$ cat src/rtl/load_store_unit.sv
// Load/store unit: turns one load or store request into a req/gnt/rvalid
// data bus transaction and returns aligned, extended load data for write-back.
module load_store_unit #(
    parameter int DATA_WIDTH = 32,
    parameter int ADDR_WIDTH = 32
) (
    input  logic                  clk_i,
    input  logic                  rst_i,
    input  logic                  lsu_req_i,
    input  logic                  lsu_we_i,
    input  logic [2:0]            lsu_type_i,
    input  logic [ADDR_WIDTH-1:0] lsu_addr_i,
    input  logic [DATA_WIDTH-1:0] lsu_wdata_i,
    output logic [DATA_WIDTH-1:0] lsu_rdata_o,
    output logic                  lsu_done_o,
    output logic                  lsu_err_o,
    output logic                  lsu_busy_o,
    output logic                  data_req_o,
    input  logic                  data_gnt_i,
    output logic [ADDR_WIDTH-1:0] data_addr_o,
    output logic                  data_we_o,
    output logic [3:0]            data_be_o,
    output logic [DATA_WIDTH-1:0] data_wdata_o,
    input  logic                  data_rvalid_i,
    input  logic [DATA_WIDTH-1:0] data_rdata_i
);

    typedef enum logic [2:0] {
        S_IDLE,
        S_REQ,
        S_WAIT,
        S_DONE,
        S_ERR
    } state_t;

    state_t                  r_state;
    state_t                  w_next;

    logic                    r_we;
    logic [2:0]              r_type;
    logic [1:0]              r_off;
    logic [ADDR_WIDTH-1:0]   r_addr;
    logic [3:0]              r_be;
    logic [DATA_WIDTH-1:0]   r_wdata;
    logic [DATA_WIDTH-1:0]   r_rdata;

    logic                    w_illegal;
    logic                    w_misaligned;
    logic [3:0]              w_be;
    logic [DATA_WIDTH-1:0]   w_wdata;
    logic [DATA_WIDTH-1:0]   w_shifted;
    logic [DATA_WIDTH-1:0]   w_load;

    // Request decode: legality, alignment and store lane steering.
    always_comb begin
        w_illegal    = 1'b0;
        w_misaligned = 1'b0;
        w_be         = 4'b1111;
        w_wdata      = lsu_wdata_i;
        case (lsu_type_i)
            3'b011, 3'b110, 3'b111: w_illegal = 1'b1;
            default:                w_illegal = lsu_we_i & lsu_type_i[2];
        endcase
        case (lsu_type_i[1:0])
            2'b01:   w_misaligned = lsu_addr_i[0];
            2'b10:   w_misaligned = (lsu_addr_i[1:0] != 2'b00);
            default: w_misaligned = 1'b0;
        endcase
        if (lsu_we_i) begin
            case (lsu_type_i[1:0])
                2'b00: begin
                    w_be    = 4'b0001 << lsu_addr_i[1:0];
                    w_wdata = {4{lsu_wdata_i[7:0]}};
                end
                2'b01: begin
                    w_be    = lsu_addr_i[1] ? 4'b1100 : 4'b0011;
                    w_wdata = {2{lsu_wdata_i[15:0]}};
                end
                default: begin
                    w_be    = 4'b1111;
                    w_wdata = lsu_wdata_i;
                end
            endcase
        end
    end

    // Load extraction: bring the addressed lane down to bit 0, then extend.
    always_comb begin
        w_shifted = data_rdata_i >> {r_off, 3'b000};
        case (r_type)
            3'b000:  w_load = {{24{w_shifted[7]}}, w_shifted[7:0]};
            3'b001:  w_load = {{16{w_shifted[15]}}, w_shifted[15:0]};
            3'b100:  w_load = {24'd0, w_shifted[7:0]};
            3'b101:  w_load = {16'd0, w_shifted[15:0]};
            default: w_load = w_shifted;
        endcase
    end

    always_ff @(posedge clk_i) begin
        if (rst_i) begin
            r_state <= S_IDLE;
        end else begin
            r_state <= w_next;
        end
    end

    always_comb begin
        w_next = r_state;
        case (r_state)
            S_IDLE: begin
                if (lsu_req_i) begin
                    w_next = (w_illegal || w_misaligned) ? S_ERR : S_REQ;
                end
            end
            S_REQ:   if (data_gnt_i) w_next = S_WAIT;
            S_WAIT:  if (data_rvalid_i) w_next = S_DONE;
            S_DONE:  w_next = S_IDLE;
            S_ERR:   w_next = S_IDLE;
            default: w_next = S_IDLE;
        endcase
    end

    always_comb begin
        data_req_o = (r_state == S_REQ);
        lsu_done_o = (r_state == S_DONE);
        lsu_err_o  = (r_state == S_ERR);
        lsu_busy_o = (r_state != S_IDLE);
    end

    // Request fields are captured once in IDLE so the bus sees them stable until grant.
    always_ff @(posedge clk_i) begin
        if (rst_i) begin
            r_we    <= 1'b0;
            r_type  <= 3'b000;
            r_off   <= 2'b00;
            r_addr  <= '0;
            r_be    <= 4'b0000;
            r_wdata <= '0;
            r_rdata <= '0;
        end else begin
            if (r_state == S_IDLE && lsu_req_i) begin
                r_we    <= lsu_we_i;
                r_type  <= lsu_type_i;
                r_off   <= lsu_addr_i[1:0];
                r_addr  <= {lsu_addr_i[ADDR_WIDTH-1:2], 2'b00};
                r_be    <= w_be;
                r_wdata <= w_wdata;
            end
            if (r_state == S_WAIT && data_rvalid_i && !r_we) begin
                r_rdata <= w_load;
            end
        end
    end

    assign data_addr_o  = r_addr;
    assign data_we_o    = r_we;
    assign data_be_o    = r_be;
    assign data_wdata_o = r_wdata;
    assign lsu_rdata_o  = r_rdata;

endmodule

$ cat config.mk
export PLATFORM = sky130hd
export DESIGN_NAME = load_store_unit
export DESIGN_NICKNAME = d
export VERILOG_FILES = /design/src/rtl/load_store_unit.sv
export SDC_FILE = /design/constraint.sdc
export NUM_CORES = 1
export LEC_CHECK = 0
export BUFFER_PORTS_ARGS = -buffer_cell sky130_fd_sc_hd__buf_4
export CORE_MARGIN = 2
export CORE_UTILIZATION = 47
export DETAILED_ROUTE_END_ITERATION = 10
export PLACE_DENSITY = 0.8
export REMOVE_ABC_BUFFERS = 1
export SKIP_CTS_REPAIR_TIMING = 1
export SLEW_MARGIN = 10
export SYNTH_ARGS = -nofsm -noshare
export SYNTH_HDL_FRONTEND = slang
export SYNTH_SLANG_ARGS = --single-unit
$ cat constraint.sdc
create_clock -name clk_i -period 2.2 [get_ports clk_i]
set_input_delay 0.11 -clock clk_i [delete_from_list [all_inputs] [get_ports clk_i]]
set_output_delay 0.11 -clock clk_i [all_outputs]
set_load 0.005 [all_outputs]
==> Flow_metrics.wiki <==
{| class="wikitable"
! Metric !! Value
|-
| Die Y || about 100 um
|-
| Endpoint kind of the worst setup timing path || register
|-
| Critical register-to-register path startpoint || r_off[0]
|-
| Aggregate negative setup slack || 0 ps
|-
| Final number of max-transition violations || 0
|-
| Synthesized area per cell || between 8 and 9 sq um
|-
| Final core utilization || 70.70%
|-
| Layout net count || between 900 and 1k
|-
| Post-Synthesis Cells || between 500 and 600
|-
| Worst r2r path cells || 3
|-
| Number of warnings issued by yosys || 0
|-
| Total of endpoints with negative setup slack in the final report || 0
|-
| Clock root buffer master || sky130_fd_sc_hd__clkbuf_8
|-
| Most common cell in the netlist || sky130_fd_sc_hd__nand2_1
|-
| CP peak stage delay || about 580 ps
|-
| Number of global-route vias before repair || roughly 4.7k
|-
| Maximum number of buffers from clock root to sink || 2
|-
| CP startpoint kind || register
|-
| Transition at the pin with the smallest max-transition slack || about 600 ps
|-
| Final Wtd Congestion || a little over 0.9
|-
| CP Buf/Inv Count || 0
|-
| Antenna-violating nets left || 0
|-
| Worst path required time || between 2000 and 2500 ps
|-
| HPWL Detailed || 10780 um
|-
| IO buf count || roughly 210
|-
| Hold Fails Final Rpt || 3
|-
| Wire length of the first global-routing pass || 23340 um
|-
| Leak Pwr || approximately 3.0 nW
|-
| Vias after detailed routing || roughly 5.1k
|-
| Failing checks || negative hold slack
|-
| Number of enable-type register cells in the synthesized netlist || 0
|-
| Max Clk Rate || around 0.56 GHz
|-
| Number of rows created at floorplan || 36
|-
| Count of different cell masters after synthesis || 41
|-
| Number of buffers added by the clock tree synthesis step || 9
|-
| Count of TritonRoute iterations in the first routing pass || 6
|-
| Hold path cells || 3
|-
| Number of vias per cell || between 5 and 6
|-
| Maximum number of pins on one net before global-route repair || 81
|-
| Tightest hold margin || -12.04 ps
|-
| Data arrival time of the worst path || between 2000 and 2500 ps
|-
| Max capacitance violation total || 0
|-
| Post-synth design cell area || 4751 sq um
|-
| Post-synthesis sequential element count || 107
|-
| Power density of the placed cells || roughly 640 nW/um^2
|-
| Slew Limit Headroom || about three fifths
|-
| Top cell type's share of synthesized area || 45.09%
|-
| Maximum ir drop on the vdd rail || approximately 0.40 mV
|-
| Top area cells in the synthesized netlist || sky130_fd_sc_hd__dfxtp_1 45%, sky130_fd_sc_hd__nand2_1 10%, sky130_fd_sc_hd__a21oi_1 8.1%
|-
| Share of layout cells above drive strength 1 || around a third
|-
| TritonCTS clock tree || yes
|-
| CP max-delay cell || sky130_fd_sc_hd__dfxtp_1
|-
| Starting DRC count in detailed routing || between 300 and 400
|-
| Flip-flop cell with the highest count after synthesis || sky130_fd_sc_hd__dfxtp_1
|-
| Share of synthesized registers carrying an async set or reset || 0%
|-
| Worst R2R Setup Slack || approximately 420 ps
|-
| Antenna violations before repair || 0
|-
| Final clock period utilization by the worst path || between 80% and 90%
|-
| Minimum period implied by the final worst setup slack || roughly 1800 ps
|-
| CTS sink cnt || roughly 110
|-
| Endpoint of the worst hold path || data_addr_o[3]
|-
| Fin cells || 934
|-
| Placed Cells incl. Taps || between 800 and 900
|-
| Clock-pin transition on the worst setup and hold timing paths || 110 ps
|-
| X dimension of the die || approximately 100 um
|-
| Area growth from synthesis to final layout || 45.46%
|-
| Biggest area consumer among synthesized cells || sky130_fd_sc_hd__dfxtp_1
|-
| Residual DRC count || 0
|-
| Critical setup path kind || reg -> reg
|-
| Routed Wire Length || ~16000 um
|-
| Worst clock skew || 10.61 ps
|-
| Wire length per cell || about 17 um
|-
| Core region area || 9774 sq um
|-
| Number of top-level pins || 210
|-
| Post-synth top cells || 131 x sky130_fd_sc_hd__nand2_1, 107 x sky130_fd_sc_hd__dfxtp_1, 77 x sky130_fd_sc_hd__a21oi_1
|-
| Class of the most critical hold timing path || in -> reg
|-
| Setup repair after global routing missed its margin || false
|-
| Die Outline Area || 10930 sq um
|-
| CP Launch Point || r_off[0]
|-
| Result of the run || complete, but fails checks
|-
| Sequential fraction of the synthesis area || 45.09%
|-
| Source of the worst hold timing path || lsu_addr_i[3]
|-
| Effective utilization at floorplan || 48.60%
|-
| Global router's overall resource usage || 26.07%
|-
| Worst-Skew Late Latency || ~370 ps
|-
| Delay-heaviest family, CP || compound AO/OA/AOI/OAI gates
|-
| H-tree levels || 3
|-
| Cell chain of the critical path || mux4_2 -> o211ai_4 -> a311oi_1
|-
| Gr ovfl total || 0
|-
| RR Endpoint || lsu_rdata_o[31]
|-
| Ant diodes || 0
|-
| CP Max Fanout || 17
|}
worst register-to-register path: cells and delay by family (launching register included):
| family | cells | cell delay [ps] |
|---|---|---|
| compound gates | 2 | 620 |
| flops | 1 | 580 |
| mux | 1 | 440 |
registers in the layout, indices dropped and copies added (netlist names):
name and flops:
r_off 2, data_addr_o 30, r_state 3, data_be_o 4, lsu_rdata_o 32, r_type 3
data_we_o 1, data_wdata_o 32
how the worst max path moves through the flow:
stage / cells after the start / slack [ps] / endpoint
global route: 5 / 300 / lsu_rdata_o[19]
detailed placement: 3 / 410 / lsu_rdata_o[31]
floorplan: 5 / -610 / data_wdata_o[19]
finish: 3 / 420 / lsu_rdata_o[31]
global placement: 8 / 450 / data_wdata_o[18]
CTS: 3 / 400 / lsu_rdata_o[31]
cell type report:
class / instances / area [sq um]
multi-input combinational: 414 / 2337
fill: 767 / 2864
sequential: 107 / 2142
clock inverter: 6 / 47.55
tap: 133 / 166.4
timing repair buffer: 258 / 2057
inverter: 6 / 22.52
clock buffer: 10 / 137.6
cells by family after synthesis:
family / synth area share [%]
and+or+nand+nor: 18.51
buffers and inverters: 5.952
DFF: 45.09
other: 0.07893
AOI/OAI and AO/OA: 22.73
muxes: 6.584
adders and majority gates: 1.054
layout by cell type (no fill, tap or decap), types with 3 or more instances in the layout:
cell type / synthesis / layout
sky130_fd_sc_hd__o21ai_0: 5 / 4
sky130_fd_sc_hd__mux2_2: 8 / 8
sky130_fd_sc_hd__nor2_1: 55 / 55
sky130_fd_sc_hd__ha_1: 4 / 4
sky130_fd_sc_hd__a211oi_1: 50 / 50
sky130_fd_sc_hd__inv_1: 6 / 6
sky130_fd_sc_hd__a311oi_1: 3 / 3
sky130_fd_sc_hd__nor3b_1: 6 / 6
sky130_fd_sc_hd__dfxtp_1: 107 / 107
sky130_fd_sc_hd__nor2b_1: 5 / 5
sky130_fd_sc_hd__nand2_1: 131 / 130
sky130_fd_sc_hd__o211ai_1: 8 / 8
sky130_fd_sc_hd__buf_4: 9 / 218
sky130_fd_sc_hd__a21oi_1: 77 / 77
sky130_fd_sc_hd__clkbuf_8: 0 / 10
sky130_fd_sc_hd__mux2i_1: 20 / 20
sky130_fd_sc_hd__nor3_1: 4 / 4
sky130_fd_sc_hd__inv_6: 0 / 3
sky130_fd_sc_hd__dlygate4sd3_1: 0 / 38
sky130_fd_sc_hd__o2bb2ai_1: 7 / 7
sky130_fd_sc_hd__a22o_1: 8 / 8
metrics by stage:
step / setup slack (ps) / area, sq um / total power [mW]
5_1_grt: 299.4 / 6910 / 4.611
4_1_cts: 396.3 / 6530 / 4.341
6_report: 420.5 / 6910 / 4.404
3_5_place_dp: 412.9 / 6345 / 3.210
2_1_floorplan: -613.1 / 4494 / 2.641
3_3_place_gp: 446.5 / 6345 / 3.180
power by group:
part / internal, mW / leakage, nW / switching, mW
Combinational: 0.536 / 2.06 / 0.534
Clock: 0.456 / 0.0937 / 0.706
Sequential: 2.08 / 0.877 / 0.0949
per-layer routing:
layer	global-route usage, %	up-vias	part of all wire, %
li1	-	2434	-
met1	31.63	2343	39
met2	43.98	262	50
met3	7.923	38	9.0
met4	8.687	0	2.8
met5	0	-	0
Power figures use the tool's default switching activity.
